File: src/rtl/data_mem_arbiter.sv
`default_nettype none
// ============================================================================
// Module      : data_mem_arbiter
// Description : Two-port arbiter and access sequencer for the data memory.
//               Port 0 is the core load/store path and port 1 is the
//               DMA/debug loader. Each access is latched in IDLE, checked
//               for size/alignment legality, driven to memory for exactly
//               one ACCESS cycle, and acknowledged for one DONE cycle with
//               registered read data.
//
// Ports:
//   clk, rst             clock, asynchronous active-high reset
//   p0_* / p1_*          requester inputs (req/we/addr/wdata/size) and
//                        completion outputs (ack/err)
//   rdata                load result, valid while either ack is high
//   busy                 high whenever the sequencer is not idle
//   mem_access/we/addr/
//   wdata/size           data-memory command (registered)
//   mem_rdata            combinational read data from the memory
//
// Revision    : 1.0 - initial release
// ============================================================================
module data_mem_arbiter #(
    parameter int ADDR_W = 32,
    // Only 32 is supported; the size/alignment checks assume a 4-byte word.
    parameter int DATA_W = 32
) (
    input  logic              clk,
    input  logic              rst,

    input  logic              p0_req,
    input  logic              p0_we,
    input  logic [ADDR_W-1:0] p0_addr,
    input  logic [DATA_W-1:0] p0_wdata,
    input  logic [2:0]        p0_size,
    output logic              p0_ack,
    output logic              p0_err,

    input  logic              p1_req,
    input  logic              p1_we,
    input  logic [ADDR_W-1:0] p1_addr,
    input  logic [DATA_W-1:0] p1_wdata,
    input  logic [2:0]        p1_size,
    output logic              p1_ack,
    output logic              p1_err,

    output logic [DATA_W-1:0] rdata,
    output logic              busy,

    output logic              mem_access,
    output logic              mem_we,
    output logic [ADDR_W-1:0] mem_addr,
    output logic [DATA_W-1:0] mem_wdata,
    output logic [2:0]        mem_size,
    input  logic [DATA_W-1:0] mem_rdata
);

    // ------------------------------------------------------------------
    // funct3 size codes
    // ------------------------------------------------------------------
    localparam logic [2:0] c_SIZE_B  = 3'd0;
    localparam logic [2:0] c_SIZE_H  = 3'd1;
    localparam logic [2:0] c_SIZE_W  = 3'd2;
    localparam logic [2:0] c_SIZE_BU = 3'd4;
    localparam logic [2:0] c_SIZE_HU = 3'd5;

    typedef enum logic [1:0] {
        S_IDLE   = 2'd0,
        S_ACCESS = 2'd1,
        S_DONE   = 2'd2
    } state_t;

    // ------------------------------------------------------------------
    // Registered state
    // ------------------------------------------------------------------
    state_t            r_state;
    logic              r_ptr;        // round-robin priority: 0 = port 0
    logic              r_owner;      // port that owns the in-flight access
    logic              r_we;
    logic [ADDR_W-1:0] r_addr;
    logic [DATA_W-1:0] r_wdata;
    logic [2:0]        r_size;
    logic              r_err;
    logic [DATA_W-1:0] r_rdata;
    logic              r_ack0;
    logic              r_ack1;
    logic              r_err0;
    logic              r_err1;
    logic              r_mem_access;
    logic              r_mem_we;

    // ------------------------------------------------------------------
    // Request selection (only consumed in IDLE)
    // ------------------------------------------------------------------
    logic              w_any_req;
    logic              w_grant1;
    logic              w_sel_we;
    logic [ADDR_W-1:0] w_sel_addr;
    logic [DATA_W-1:0] w_sel_wdata;
    logic [2:0]        w_sel_size;
    logic              w_sel_err;

    // Illegal size codes, or a half/word whose address is not naturally
    // aligned. Byte accesses are legal at any address.
    function automatic logic f_illegal(input logic [2:0] size,
                                       input logic [1:0] lsb);
        logic bad;
        case (size)
            c_SIZE_B, c_SIZE_BU: bad = 1'b0;
            c_SIZE_H, c_SIZE_HU: bad = lsb[0];
            c_SIZE_W:            bad = (lsb != 2'b00);
            default:             bad = 1'b1;
        endcase
        return bad;
    endfunction

    assign w_any_req = p0_req | p1_req;

    // Port 1 wins when it is the only requester, or when both request and
    // the pointer favours it. Otherwise port 0 is selected.
    assign w_grant1 = p1_req & (~p0_req | r_ptr);

    assign w_sel_we    = w_grant1 ? p1_we    : p0_we;
    assign w_sel_addr  = w_grant1 ? p1_addr  : p0_addr;
    assign w_sel_wdata = w_grant1 ? p1_wdata : p0_wdata;
    assign w_sel_size  = w_grant1 ? p1_size  : p0_size;
    assign w_sel_err   = f_illegal(w_sel_size, w_sel_addr[1:0]);

    // ------------------------------------------------------------------
    // Sequencer
    // mem_access/mem_we are computed on the IDLE->ACCESS edge so they are
    // high for exactly the ACCESS cycle, straight from flops. mem_addr,
    // mem_wdata and mem_size are the latched command and simply hold
    // between accesses.
    // ------------------------------------------------------------------
    always_ff @(posedge clk or posedge rst) begin
        if (rst) begin
            r_state      <= S_IDLE;
            r_ptr        <= 1'b0;
            r_owner      <= 1'b0;
            r_we         <= 1'b0;
            r_addr       <= '0;
            r_wdata      <= '0;
            r_size       <= 3'd0;
            r_err        <= 1'b0;
            r_rdata      <= '0;
            r_ack0       <= 1'b0;
            r_ack1       <= 1'b0;
            r_err0       <= 1'b0;
            r_err1       <= 1'b0;
            r_mem_access <= 1'b0;
            r_mem_we     <= 1'b0;
        end else begin
            case (r_state)
                S_IDLE: begin
                    if (w_any_req) begin
                        r_owner      <= w_grant1;
                        r_we         <= w_sel_we;
                        r_addr       <= w_sel_addr;
                        r_wdata      <= w_sel_wdata;
                        r_size       <= w_sel_size;
                        r_err        <= w_sel_err;
                        // An erroneous command never reaches the memory.
                        r_mem_access <= ~w_sel_err;
                        r_mem_we     <= w_sel_we & ~w_sel_err;
                        r_state      <= S_ACCESS;
                    end
                end

                S_ACCESS: begin
                    r_mem_access <= 1'b0;
                    r_mem_we     <= 1'b0;
                    // Stores and rejected accesses return zero so rdata
                    // never shows stale or undriven memory data.
                    r_rdata      <= (~r_we & ~r_err) ? mem_rdata : '0;
                    r_ack0       <= ~r_owner;
                    r_ack1       <= r_owner;
                    r_err0       <= ~r_owner & r_err;
                    r_err1       <= r_owner & r_err;
                    r_state      <= S_DONE;
                end

                S_DONE: begin
                    r_ack0  <= 1'b0;
                    r_ack1  <= 1'b0;
                    r_err0  <= 1'b0;
                    r_err1  <= 1'b0;
                    // Hand priority to the other port so a waiting
                    // requester is served after at most one foreign access.
                    r_ptr   <= ~r_owner;
                    r_state <= S_IDLE;
                end

                default: begin
                    r_mem_access <= 1'b0;
                    r_mem_we     <= 1'b0;
                    r_ack0       <= 1'b0;
                    r_ack1       <= 1'b0;
                    r_err0       <= 1'b0;
                    r_err1       <= 1'b0;
                    r_state      <= S_IDLE;
                end
            endcase
        end
    end

    // ------------------------------------------------------------------
    // Outputs: all flops or a decode of the state register
    // ------------------------------------------------------------------
    assign p0_ack     = r_ack0;
    assign p0_err     = r_err0;
    assign p1_ack     = r_ack1;
    assign p1_err     = r_err1;
    assign rdata      = r_rdata;
    assign busy       = (r_state != S_IDLE);
    assign mem_access = r_mem_access;
    assign mem_we     = r_mem_we;
    assign mem_addr   = r_addr;
    assign mem_wdata  = r_wdata;
    assign mem_size   = r_size;

endmodule
`default_nettype wire

File: config.mk
export PLATFORM = sky130hd
export DESIGN_NAME = data_mem_arbiter
export DESIGN_NICKNAME = d
export VERILOG_FILES = /design/src/rtl/data_mem_arbiter.sv
export SDC_FILE = /design/constraint.sdc
export NUM_CORES = 1
export LEC_CHECK = 0
export ABC_AREA = 0
export CORE_UTILIZATION = 38
export DETAILED_ROUTE_END_ITERATION = 12
export PLACE_DENSITY = 0.91
export SYNTH_ARGS = -nofsm -noshare
export SYNTH_HDL_FRONTEND = slang
export SYNTH_SLANG_ARGS = --single-unit
File: constraint.sdc
create_clock -name clk -period 5.17 [get_ports clk]
set_input_delay 1.034 -clock clk [delete_from_list [all_inputs] [get_ports clk]]
set_output_delay 1.034 -clock clk [all_outputs]
set_load 0.05 [all_outputs]
==> metrics.txt <==
CP endpoint busy; Int Power 2.49 mW; crit-path cells or2_1 > clkdlybuf4s50_1; GRT Util Overall 21.4%; full die area 12,900 um^2; Sequential Power Share 29.8%; CP startpoint r_state[0]; Setup Fix Bufs, Post-CTS 0; CP startpoint kind flip-flop; crit end category output port; die height 114 um; Clock Skew 12.0 ps; CTS Buf Count 9; TritonRoute pass-1 iters 4; CP peak stage delay 800 ps; first-pass GRT wire length 21,400 um; R2R setup slack 2380 ps; CTS max path bufs 2; Final ANT Viol Nets 0; WP data required 4140 ps; CP max FO 11; hold_buf cts 0; pin count of the biggest net entering global routing 94; drt drc 0; period utilization 56.5%; Routed WL per cell 16.4 um; Netlist cell types 22; #FFs+latches synth 111; RSZ-0062 raised after global routing no; I/O Buffers 277; non-filler cells, final 850; Worst-path clk slew 80 ps; setup violators final 0; min Tclk post-route 2920 ps; Peak VDD IR 508 uV; DR iter-0 viols 237; via count 4,152; reg2reg path depth 3; Max-Cap Viols 0; share of the yosys chip area belonging to registers 58.5%; CP delay by family, top buffers and inverters; Starting Density 39.2%; Hold Vio Cnt, Final 0; syn_area_per_cell 11.4 um^2; # diodes 0; share of cells above drive strength 1 3.81%; Power per Cell Area 613 nW/um^2; LEAKAGE 3.57 nW; Syn Std Cell Area 4750 um^2; WS Path Type flip-flop to output port; Synth warnings 0; Skew-Pair Late Insertion Delay 340 ps; Slowest cell on crit path clkdlybuf4s50_1; vias in the first global route 4,258; Synth Net Count 590; Comb pwr share 56.1%; Vias/cell 4.88; reg2reg end rdata[6]; Net Switching 2.36 mW; worst r2r src r_state[0]; Clk network pwr share 14.1%; Die Wd 114 um; TritonCTS clock tree yes; Hold Crit Class flip-flop to flip-flop; Syn Inst Count 418; root buf cell clkbuf_16; Setup TNS Final 0 ps; Syn-to-layout area delta 66.6%; Hold Path Depth 2; area of the core 12,100 um^2; GR Overflow Total 0; detailed placement HPWL 10,800 um; H-tree lvl count 3; nets 849; max-slew violations 0; I/O pin count 278; Sink Count 111; Final Wtd Congestion 0.784; placed insts 834; fmax 342 MHz; outcome completed; initial antenna violation count 0; detailed-route wire length 13,900 um; Worst Tran Pin Value 1290 ps; Rel. slew slack 14.0%; switch share 48.7%; CP Depth 2; Fill cells 905; Post-CTS Resized 0; Core Rows 40; crit path DAT 1890 ps; Worst Path Buf+Inv 1
==> cell usage after synthesis, drive strengths merged <==
library cell  number  share of area (%)
a21oi              2               0.21
nand2             72                5.7
buf               22                3.0
dfrtp            111                 59
a22o              32                5.9
nand3              2               0.21
nor3               1               0.21
clkbuf            10               0.84
mux2i             70                 15
mux2               2               0.47
inv                5               0.40
o31ai              2               0.32
a211oi             1               0.16
o32ai              1               0.34
o21ai             73                7.7
nand2b             5               0.66
or2                2               0.26
nor2               5               0.40
==> stage by stage <==
step	power (mW)	setup slack (ps)	instance area [um^2]	utilization [%]	hold WS (ps)
after floorplan	3.23	1210	4750	-	444
after global placement	4.11	2050	7610	62.8	461
after detailed placement	4.20	1880	7610	62.8	471
after CTS	4.90	2230	7910	65.3	488
after global routing	5.10	2030	7910	65.3	511
final	4.85	2250	7910	65.3	482
==> cells in the final DEF, fill, tap and decap left out, types with 2 or more instances in the layout <==
cell type,instances
clkdlybuf4s50_1,277
dfrtp_1,111
nand2_1,72
mux2i_1,70
o21ai_0,62
a22o_1,32
o21ai_1,10
clkbuf_16,9
nor2_1,5
nand2b_1,5
inv_1,4
inv_6,3
o31ai_1,2
mux2_2,2
nand3_1,2
a21oi_1,2
clkinv_8,2
clkinv_4,2
buf_4,2
==> final cells by class <==
class	count	area, um^2	area share [%]
clock inverters	7	76.3	0.965
inverters	5	21.3	0.269
clock buffers	9	225	2.85
repair buffers	280	2810	35.5
well taps	168	210	2.66
flip-flops and latches	111	2780	35.1
multi-input cells	270	1790	22.6
==> registers in the layout, summed over array words and instances (netlist names), 2 cells and up <==
name and cells:
mem_addr 32, mem_size 3, mem_wdata 32, r_state 2
rdata 32
==> cell families after synthesis <==
logic type             Yosys count  synth area share [%]
AOI/OAI and AO/OA              111                  14.6
buffers and inverters           37                  4.19
DFF                            111                  58.5
muxes                           72                  15.2
and+or+nand+nor                 87                  7.43
==> power groups by stage <==
stage	registers (mW)	logic [mW]	clock network, mW
after floorplan	2.54	0.695	0
after global placement	1.44	2.67	0
after detailed placement	1.46	2.75	0
after CTS	1.44	2.75	0.704
after global routing	1.49	2.88	0.740
final	1.44	2.72	0.684
==> how the worst min path moves through the flow <==
stage	startpoint	endpoint	slack (ps)
6_report	mem_addr[2]	mem_addr[2]	480
3_5_place_dp	mem_addr[2]	mem_addr[2]	470
4_1_cts	mem_addr[2]	mem_addr[2]	490
3_3_place_gp	mem_addr[9]	mem_addr[9]	460
5_1_grt	mem_addr[27]	mem_addr[27]	510
2_1_floorplan	r_ptr	r_ptr	440
==> worst min-delay path, delay by kind of cell (launching register included) <==
kind               cells  cell delay (ps)
AOI/OAI and AO/OA      1               60
DFF                    1              340
and+or+nand+nor        1               50
==> metal layers <==
| layer | global-route usage (%) | routed length, um |
|---|---|---|
| met2 | 38.9 | 7250 |
| met5 | 0 | 0 |
| met3 | 6.00 | 1120 |
| met4 | 8.48 | 357 |
| met1 | 23.7 | 5200 |
No activity file was read; power rests on OpenSTA's default activity.
